$ cat config.mk
export PLATFORM = sky130hd
export DESIGN_NAME = dmem_arbiter
export DESIGN_NICKNAME = d
export VERILOG_FILES = /design/src/rtl/dmem_arbiter_pkg.sv /design/src/rtl/dmem_lane_align.sv /design/src/rtl/dmem_arbiter.sv
export SDC_FILE = /design/constraint.sdc
export NUM_CORES = 1
export LEC_CHECK = 0
export ABC_AREA = 0
export BUFFER_PORTS_ARGS = -buffer_cell sky130_fd_sc_hd__buf_2
export CORE_AREA = 2 2 112 114
export CTS_CLUSTER_DIAMETER = 150
export DETAILED_ROUTE_END_ITERATION = 12
export DIE_AREA = 0 0 114 116
export PLACE_DENSITY = 0.63
export SLEW_MARGIN = 30
export SYNTH_ARGS = -nofsm -noshare
export SYNTH_HDL_FRONTEND = slang
export SYNTH_SLANG_ARGS = --single-unit
export TNS_END_PERCENT = 20
$ cat constraint.sdc
create_clock -name clk -period 2.3 [get_ports clk]
set_input_delay 0.345 -clock clk [delete_from_list [all_inputs] [get_ports clk]]
set_output_delay 0.345 -clock clk [all_outputs]
set_load 0.05 [all_outputs]
$ cat src/rtl/dmem_arbiter_pkg.sv
// rtl/dmem_arbiter_pkg.sv - shared types and constants for the data-memory arbiter
package dmem_arbiter_pkg;

    localparam int unsigned DATA_MEM_ADDR_WIDTH = 10;
    localparam int unsigned DMEM_STARVE_LIMIT   = 4;

    localparam logic [2:0] FUNCT3_LOAD_LB  = 3'b000;
    localparam logic [2:0] FUNCT3_LOAD_LH  = 3'b001;
    localparam logic [2:0] FUNCT3_LOAD_LW  = 3'b010;
    localparam logic [2:0] FUNCT3_LOAD_LBU = 3'b100;
    localparam logic [2:0] FUNCT3_LOAD_LHU = 3'b101;

    localparam logic [2:0] FUNCT3_STORE_SB = 3'b000;
    localparam logic [2:0] FUNCT3_STORE_SH = 3'b001;
    localparam logic [2:0] FUNCT3_STORE_SW = 3'b010;

    // Access size lives in funct3[1:0] for both loads and stores.
    localparam logic [1:0] SIZE_B = FUNCT3_STORE_SB[1:0];
    localparam logic [1:0] SIZE_H = FUNCT3_STORE_SH[1:0];
    localparam logic [1:0] SIZE_W = FUNCT3_STORE_SW[1:0];

    typedef enum logic [1:0] {
        GNT_NONE,
        GNT_CORE,
        GNT_DBG
    } dmem_gnt_e;

endpackage

$ cat src/rtl/dmem_lane_align.sv
// rtl/dmem_lane_align.sv - store byte-enable/replication and load lane extract/extend
module dmem_lane_align
    import dmem_arbiter_pkg::*;
(
    input  logic [1:0]  st_size_i,
    input  logic [1:0]  st_off_i,
    input  logic [31:0] st_wdata_i,
    output logic [3:0]  st_be_o,
    output logic [31:0] st_wdata_o,
    input  logic [2:0]  ld_funct3_i,
    input  logic [1:0]  ld_off_i,
    input  logic [31:0] ld_rdata_i,
    output logic [31:0] ld_data_o
);

    logic [31:0] ld_shift;

    always_comb begin
        st_be_o    = 4'hF;
        st_wdata_o = st_wdata_i;
        case (st_size_i)
            SIZE_B: begin
                st_be_o    = 4'b0001 << st_off_i;
                st_wdata_o = {4{st_wdata_i[7:0]}};
            end
            SIZE_H: begin
                st_be_o    = 4'b0011 << st_off_i;
                st_wdata_o = {2{st_wdata_i[15:0]}};
            end
            default: ;
        endcase
    end

    assign ld_shift = ld_rdata_i >> {ld_off_i, 3'b000};

    always_comb begin
        ld_data_o = ld_rdata_i;
        case (ld_funct3_i)
            FUNCT3_LOAD_LB:  ld_data_o = {{24{ld_shift[7]}}, ld_shift[7:0]};
            FUNCT3_LOAD_LH:  ld_data_o = {{16{ld_shift[15]}}, ld_shift[15:0]};
            FUNCT3_LOAD_LBU: ld_data_o = {24'h0, ld_shift[7:0]};
            FUNCT3_LOAD_LHU: ld_data_o = {16'h0, ld_shift[15:0]};
            default:         ld_data_o = ld_rdata_i;
        endcase
    end

endmodule

$ cat src/rtl/dmem_arbiter.sv
// rtl/dmem_arbiter.sv - core/debug arbiter in front of the single-port data memory
module dmem_arbiter
    import dmem_arbiter_pkg::*;
#(
    parameter int unsigned STARVE_LIMIT = DMEM_STARVE_LIMIT,
    parameter int unsigned ADDR_W       = DATA_MEM_ADDR_WIDTH
) (
    input  logic              clk,
    input  logic              rst_n,
    input  logic              core_req_i,
    input  logic              core_we_i,
    input  logic [31:0]       core_addr_i,
    input  logic [31:0]       core_wdata_i,
    input  logic [2:0]        core_funct3_i,
    output logic              core_stall_o,
    output logic              core_misalign_o,
    output logic              core_rvalid_o,
    output logic [31:0]       core_rdata_o,
    input  logic              dbg_valid_i,
    output logic              dbg_ready_o,
    input  logic              dbg_we_i,
    input  logic [31:0]       dbg_addr_i,
    input  logic [31:0]       dbg_wdata_i,
    output logic              dbg_rvalid_o,
    output logic [31:0]       dbg_rdata_o,
    output logic              mem_en_o,
    output logic [3:0]        mem_we_o,
    output logic [ADDR_W-1:0] mem_addr_o,
    output logic [31:0]       mem_wdata_o,
    input  logic [31:0]       mem_rdata_i
);

    localparam logic [3:0] LIMIT = 4'(STARVE_LIMIT);

    dmem_gnt_e   gnt;
    logic [3:0]  starve_cnt_q, starve_cnt_d;
    logic        core_rvalid_q, core_rvalid_d;
    logic        dbg_rvalid_q, dbg_rvalid_d;
    logic [2:0]  funct3_q, funct3_d;
    logic [1:0]  off_q, off_d;
    logic        misaligned, core_active, core_vld, dbg_vld;
    logic [3:0]  st_be;
    logic [31:0] st_wdata, ld_data;
    logic        unused_addr_bits;

    // Combinational outputs are gated by rst_n so everything reads 0 in reset.
    assign misaligned = ((core_funct3_i[1:0] == SIZE_H) && core_addr_i[0])
                      || (core_funct3_i[1] && (core_addr_i[1:0] != 2'b00));
    assign core_active     = rst_n && core_req_i;
    assign core_misalign_o = core_active && misaligned;
    assign core_vld        = core_active && !misaligned;
    assign dbg_vld         = rst_n && dbg_valid_i;

    always_comb begin
        gnt = GNT_NONE;
        if (core_vld && dbg_vld) begin
            gnt = (starve_cnt_q == LIMIT) ? GNT_DBG : GNT_CORE;
        end else if (core_vld) begin
            gnt = GNT_CORE;
        end else if (dbg_vld) begin
            gnt = GNT_DBG;
        end
    end

    assign core_stall_o = core_vld && (gnt != GNT_CORE);
    assign dbg_ready_o  = (gnt == GNT_DBG);

    dmem_lane_align u_lane_align (
        .st_size_i   (core_funct3_i[1:0]),
        .st_off_i    (core_addr_i[1:0]),
        .st_wdata_i  (core_wdata_i),
        .st_be_o     (st_be),
        .st_wdata_o  (st_wdata),
        .ld_funct3_i (funct3_q),
        .ld_off_i    (off_q),
        .ld_rdata_i  (mem_rdata_i),
        .ld_data_o   (ld_data)
    );

    always_comb begin
        mem_en_o    = 1'b0;
        mem_we_o    = 4'h0;
        mem_addr_o  = '0;
        mem_wdata_o = 32'h0;
        case (gnt)
            GNT_CORE: begin
                mem_en_o    = 1'b1;
                mem_we_o    = core_we_i ? st_be : 4'h0;
                mem_addr_o  = core_addr_i[ADDR_W+1:2];
                mem_wdata_o = st_wdata;
            end
            GNT_DBG: begin
                mem_en_o    = 1'b1;
                mem_we_o    = dbg_we_i ? 4'hF : 4'h0;
                mem_addr_o  = dbg_addr_i[ADDR_W+1:2];
                mem_wdata_o = dbg_wdata_i;
            end
            default: ;
        endcase
    end

    always_comb begin
        starve_cnt_d  = starve_cnt_q;
        core_rvalid_d = (gnt == GNT_CORE) && !core_we_i;
        dbg_rvalid_d  = (gnt == GNT_DBG) && !dbg_we_i;
        funct3_d      = funct3_q;
        off_d         = off_q;
        if (!dbg_valid_i || (gnt == GNT_DBG)) begin
            starve_cnt_d = 4'h0;
        end else if ((gnt == GNT_CORE) && (starve_cnt_q != LIMIT)) begin
            starve_cnt_d = starve_cnt_q + 4'h1;
        end
        if (core_rvalid_d) begin
            funct3_d = core_funct3_i;
            off_d    = core_addr_i[1:0];
        end
    end

    always_ff @(posedge clk or negedge rst_n) begin
        if (!rst_n) begin
            starve_cnt_q  <= 4'h0;
            core_rvalid_q <= 1'b0;
            dbg_rvalid_q  <= 1'b0;
            funct3_q      <= 3'b000;
            off_q         <= 2'b00;
        end else begin
            starve_cnt_q  <= starve_cnt_d;
            core_rvalid_q <= core_rvalid_d;
            dbg_rvalid_q  <= dbg_rvalid_d;
            funct3_q      <= funct3_d;
            off_q         <= off_d;
        end
    end

    assign core_rvalid_o = core_rvalid_q;
    assign core_rdata_o  = core_rvalid_q ? ld_data : 32'h0;
    assign dbg_rvalid_o  = dbg_rvalid_q;
    assign dbg_rdata_o   = dbg_rvalid_q ? mem_rdata_i : 32'h0;

    assign unused_addr_bits = ^{core_addr_i[31:ADDR_W+2], dbg_addr_i[31:ADDR_W+2],
                                dbg_addr_i[1:0]};

endmodule
==> run_results.csv, run 1 <==
group,metric,value,unit
floorplanning,core_area,11900,µm²
floorplanning,fp.dieW,114,µm
cells_and_area,syn2layout_area_growth,78.0,%
sta,tightestPinTransition,440,ps
cts,ctsHoldBuffers,0,
detailed_routing,drt-pass1-iter-count,5,
logic_synthesis,synthFlopType,"dfrtp_1",
cells_and_area,stdcell_count,773,
hold_path,hold_class,"primary input to async pin",
logic_synthesis,synth.distinct_cells,43,
floorplanning,fp-row-count,40,
floorplanning,dieArea,13200,µm²
power_and_ir_drop,power_density,417,nW/µm²
logic_synthesis,synth.most_common_cell,"mux2i_1",
detailed_routing,postRouteAntennaNets,0,
global_route,grt_usage,0.170,
cts,cts.sinks,11,
logic_synthesis,synth_simple_gate_area_share,0.297,
logic_synthesis,yosys.area.top_type_share,0.220,
cells_and_area,drive_above_1_share,0.531,
cts,htree_levels,1,
logic_synthesis,synth_enable_flop_cells,0,
logic_synthesis,yosysTopAreaCell,"mux2i_1",
worst_setup_path,timing.rr.start,"starve_cnt_q[0]$_DFFE_PN0P_",
sta,finalSetupViolations,0,
floorplanning,initial_utilization,0.221,
power_and_ir_drop,leakage,2.59,nW
logic_synthesis,synth_top_family_by_area,"simple AND/OR/NAND/NOR gates",
logic_synthesis,synth_warnings,0,
sta,max_freq,444,MHz
detailed_routing,drc,0,
global_route,grt_pass1_wl,17700,µm
floorplanning,ios,285,
detailed_routing,wl_per_cell,16.3,µm
sta,drv_slew,0,
global_route,grt-ovfl-total,0,
logic_synthesis,async_flop_share,1.00,
worst_setup_path,crit_arrival,1910,ps
global_route,antenna_found_initial,3,
placement,post-dp-hpwl,10400,µm
cts,tritoncts,"done",
floorplanning,die_h,116,µm
logic_synthesis,synth-adder-area-share,0.00950,
detailed_routing,routed_wl,12600,µm
detailed_routing,via_per_inst,4.85,
power_and_ir_drop,vdd_drop_max,0.164,mV
placement,port_buffers,242,
cts,clock-root-buffer,"clkbuf_16",
cts,clock_tree.buffer_depth,2,
logic_synthesis,seq_area_frac_synth,0.105,
detailed_routing,vias,3750,
cts,cts.clk_slew.worst_paths,40,ps
worst_setup_path,start_kind,"register",
worst_setup_path,cp-startpoint,"funct3_q[0]$_DFFE_PN0P_",
cts,numCtsBuffers,3,
logic_synthesis,synth_compound_area_frac,0.269,
worst_setup_path,crit_path_end,"core_rdata_o[11]",
status,outcome,"finished clean",
worst_setup_path,worstPathRequired,1960,ps
placement,dp.cells,759,
sta,rsz0062_at_grt,"true",
sta,finalCritPeriodShare,0.980,
logic_synthesis,ys_ff_latch,11,
run,drv_cap,0,
global_route,first_global_vias,3292,
logic_synthesis,syn_avg_cell_area,7.06,µm²
sta,slew_headroom,0.706,
worst_setup_path,rrSetupSlack,450,ps
logic_synthesis,netlist_area,2630,µm²
cells_and_area,nets,795,
logic_synthesis,synth_mux_area_frac,0.246,
worst_setup_path,criticalPathCategory,"register to output port",
cts,clk_latency,230,ps
logic_synthesis,synth_xor_area_frac,0,
logic_synthesis,synth_fp_nets,544,
sta,clock_skew,2.54,ps
sta,period_needed,2250,ps
placement,routabilityCongestion,0.881,
worst_setup_path,r2r-end,"funct3_q[1]$_DFFE_PN0P_",
global_route,grt_max_degree,34,
worst_setup_path,cp_max_fo,8,
logic_synthesis,yosys-top-cells-count,"mux2i_1 (58), nand2_1 (55), o21ai_0 (39)",
detailed_routing,drt_iter0_drc,165,
logic_synthesis,yosys-top-cells-area,"mux2i_1 (22%), dfrtp_1 (10%), and2_1 (8.8%)",
worst_setup_path,ff2ff_path_depth,8,
logic_synthesis,syn_inst,373,
worst_setup_path,cp-end-kind,"output port",
power_and_ir_drop,power.total,1.96,mW
sta,hold_violations,0,
[area by class of cell]
type                    instances  area [µm²]
fillers                      1280        7220
multi-input cells             322        2300
repair buffers                280        1820
flip-flops and latches         11         278
well taps                     147         184
clock buffers                   4        78.8
inverters                       6        22.5
diodes                          3        7.51
[layer usage]
layer | routed length (µm) | global-route usage
met5 | 0 | 0
met2 | 6680 | 0.336
met4 | 359 | 0.0602
met1 | 4560 | 0.182
met3 | 1030 | 0.0256
[critical path: stages, from the launching register on]
cell      delay (ps)
dfrtp_2          450
or2_2            340
o22ai_4          150
buf_4            140
nand2_1           40
buf_4            180
a21boi_2         120
buf_2            270
[metrics by stage]
stage / instance area (µm²) / TNS [ps] / hold slack [ps] / setup WS [ps] / util
finish: 4690 / 0 / 206 / 45.6 / 0.393
global route: 4690 / -302 / 219 / -29.9 / 0.393
CTS: 4420 / -129 / 225 / -25.6 / 0.371
detailed placement: 4210 / -1370 / 471 / -99.4 / 0.353
global placement: 4210 / -829 / 481 / -61.7 / 0.353
floorplan: 2670 / -8950 / 49.4 / -280 / -
[worst min path at each step]
stage	slack, ps	cells after the start	end	start
floorplan	50	0	core_rvalid_o$_DFF_PN0_	rst_n
global placement	480	3	starve_cnt_q[3]$_DFFE_PN0P_	rst_n
detailed placement	470	3	starve_cnt_q[3]$_DFFE_PN0P_	rst_n
CTS	220	3	starve_cnt_q[3]$_DFFE_PN0P_	rst_n
global route	220	3	starve_cnt_q[0]$_DFFE_PN0P_	rst_n
finish	210	3	starve_cnt_q[0]$_DFFE_PN0P_	rst_n
[timing repair]
action | 4_1_cts | 5_1_grt
buffers inserted | 2 | 2
pin swaps | 2 | 3
setup endpoints to repair | 67 | 70
gates resized for setup | 32 | 54
cloned | 1 | 2
[cells in the final DEF (no fill, tap or decap), types with 4 or more instances in the layout]
master | synthesis | layout
a21boi_2 | 0 | 6
a21oi_1 | 20 | 19
a22oi_1 | 7 | 7
a31o_1 | 7 | 7
a31o_2 | 11 | 11
and2_1 | 37 | 37
and3_1 | 19 | 19
buf_12 | 0 | 7
buf_2 | 2 | 201
buf_4 | 1 | 43
buf_6 | 5 | 15
clkbuf_16 | 0 | 5
clkbuf_4 | 0 | 10
dfrtp_1 | 11 | 9
inv_1 | 5 | 5
mux2_2 | 6 | 6
mux2i_1 | 58 | 53
mux2i_2 | 0 | 4
nand2_1 | 55 | 54
nor2_1 | 15 | 14
o21ai_0 | 39 | 34
o2bb2ai_1 | 7 | 7
[sequential cells by signal, indices dropped and copies added (netlist names)]
signal / cells
core_rvalid_o: 1
dbg_rvalid_o: 1
funct3_q: 3
off_q: 2
starve_cnt_q: 4
[power by group]
part	total (mW)	leakage [nW]	internal [mW]	switching [mW]
Clock	0.312	0.0382	0.232	0.0800
Sequential	0.263	0.141	0.220	0.0433
Combinational	1.38	2.41	0.528	0.852
[cells by family after synthesis]
kind of cell,after synthesis
and+or+nand+nor,149
AOI/OAI and AO/OA,107
muxes,64
buffers and inverters,40
DFF,11
adders and majority gates,2
No activity file was read; power rests on OpenSTA's default activity.
==> run 2, diff against run 1 <==
CAP_MARGIN = 0   (was default)
REMOVE_ABC_BUFFERS = 1   (was default)
==> run 2 against run 1 <==
Effect of this change:
- sequential power barely moved
- non-clock buffer count rose by 8
- final area down 0.67%
- clock skew is essentially flat
- combinational power about the same
- critical path type is now primary input to output port
==> run_results.csv, run 2 (synthesis results as in run 1) <==
group,metric,value,unit
cts,clock-root-buffer,"clkbuf_16",
cts,cts.clk_slew.worst_paths,40,ps
worst_setup_path,criticalPathCategory,"primary input to output port",
sta,whs,75.5,ps
placement,dp.cells,767,
cells_and_area,multi_input_area,2240,µm²
worst_setup_path,timing.critical_path.buf_inv,3,
detailed_routing,drt-pass1-iter-count,5,
floorplanning,ios,285,
sta,clock_skew,2.08,ps
detailed_routing,vias,3692,
global_route,grt_max_degree,34,
cells_and_area,largest_register,"starve_cnt_q",
detailed_routing,drt_iter0_drc,263,
global_route,antenna_found_initial,1,
floorplanning,core_area,11900,µm²
detailed_routing,routed_wl,12200,µm
power_and_ir_drop,vdd_drop_max,0.157,mV
floorplanning,fp.dieW,114,µm
worst_setup_path,cp_top_family,"buffers and inverters",
placement,post-dp-hpwl,9770,µm
cells_and_area,final_common_cell,"buf_2",
detailed_routing,wl_per_cell,15.6,µm
worst_setup_path,cp-end-kind,"output port",
cells_and_area,ff_latch_area,277,µm²
worst_setup_path,crit_arrival,1920,ps
power_and_ir_drop,leakage,2.60,nW
floorplanning,dieArea,13200,µm²
power_and_ir_drop,power_density,418,nW/µm²
status,outcome,"finished clean",
detailed_routing,via_per_inst,4.74,
placement,port_buffers,242,
cells_and_area,largest_register_ffs,4,
sta,finalCritPeriodShare,0.985,
hold_path,hold_class,"primary input to async pin",
sta,period_needed,2270,ps
floorplanning,die_h,116,µm
floorplanning,initial_utilization,0.221,
cells_and_area,drive_above_1_share,0.525,
worst_setup_path,worstPathRequired,1960,ps
detailed_routing,drc,0,
floorplanning,fp-row-count,40,
global_route,grt_usage,0.168,
cells_and_area,syn2layout_area_growth,76.8,%
cells_and_area,stdcell_count,779,
sta,setup_ws,34.6,ps
global_route,first_global_vias,3459,
sta,slew_headroom,0.699,
detailed_routing,postRouteAntennaNets,0,
sta,finalSetupViolations,0,
placement,dp_slack,-178,ps
cts,tritoncts,"done",
sta,max_freq,441,MHz
cells_and_area,nFillCells,1260,
worst_setup_path,ff2ff_path_depth,7,
global_route,grt_pass1_wl,17700,µm
worst_setup_path,start_kind,"primary input",
placement,routabilityCongestion,0.884,
cts,htree_levels,1,
worst_setup_path,cp_max_fo,21,
cts,clock_tree.buffer_depth,2,
sta,rsz0062_at_grt,"true",
cts,clk_latency,240,ps
global_route,grt-ovfl-total,0,
run,drv_cap,0,
cells_and_area,design_area,4660,µm²
cts,numCtsBuffers,3,
cells_and_area,nets,803,
worst_setup_path,cp_slowest_cell,"a221oi_4",
sta,hold_violations,0,
worst_setup_path,path_cells,"buf_2, or2_4, a221oi_4, buf_6, and3_1, a31o_1, buf_2",
cts,cts.sinks,11,
worst_setup_path,critPathMostFrequentCell,"buf_2",
worst_setup_path,crit_cells,7,
sta,drv_slew,0,
sta,tightestPinTransition,450,ps
cells_and_area,final_cell_mix,"buf_2 (191), buf_4 (74), nand2_1 (52)",
cells_and_area,largestRegisters,"starve_cnt_q x4, funct3_q x3, off_q x2",
placement,dpl-instance-area,4210,µm²
worst_setup_path,cpPeakStageDelay,390,ps
## run 2: cell count changes in the layout (fill, tap and decap cells not counted), sizes merged
| cell | before | now |
|---|---|---|
| diode | 3 | 1 |
| clkbuf | 16 | 9 |
| buf | 268 | 283 |
## run 2: repair_timing
action                                 in CTS  in global routing
pin swaps                                   0                  3
hold buffers                                0                  0
buffers inserted                            0                  4
gates cloned                                1                  2
endpoints found under the hold margin       0                  0
gates resized for setup                    47                 54
setup endpoints to repair                  63                 71
## run 2: cell type report
cell class,count,share of cell area
antenna,1,0.000537
clock buffer,4,0.0169
inverter,6,0.00484
multi-input combinational,322,0.482
sequential,11,0.0594
tap,147,0.0395
timing repair buffer,288,0.397
## run 2: metrics by stage
stage                     power (mW)   util  setup TNS [ps]
after floorplan                 1.01      -          -27070
after global placement          1.49  0.353           -2050
after CTS                       1.87  0.372            -247
after global routing            2.07  0.391            -240
final                           1.94  0.391               0
after detailed placement        1.50  0.353           -2420
## run 2: path summary, 6_finish.rpt
path	start	to	slack [ps]
max	core_funct3_i[1]	mem_addr_o[6]	30
min	rst_n	dbg_rvalid_o$_DFF_PN0_	80
max reg2reg	starve_cnt_q[0]$_DFFE_PN0P_	off_q[0]$_DFFE_PN0P_	330
min reg2reg	funct3_q[2]$_DFFE_PN0P_	funct3_q[2]$_DFFE_PN0P_	500
max in group asynchronous	rst_n	off_q[0]$_DFFE_PN0P_	2040
min in group clk	dbg_we_i	dbg_rvalid_o$_DFF_PN0_	310
## run 2: power by group
group	total, mW	internal [mW]	switching, mW
clock network	0.314	0.232	0.0820
logic	1.37	0.539	0.829
registers	0.262	0.219	0.0432
## run 2: layer usage
| metal | vias up | wire [µm] | track usage |
|---|---|---|---|
| met5 | - | 0 | 0 |
| met1 | 1644 | 4820 | 0.188 |
| li1 | 1860 | - | - |
| met3 | 4 | 867 | 0.0225 |
| met4 | 0 | 75 | 0.0293 |
| met2 | 184 | 6400 | 0.340 |
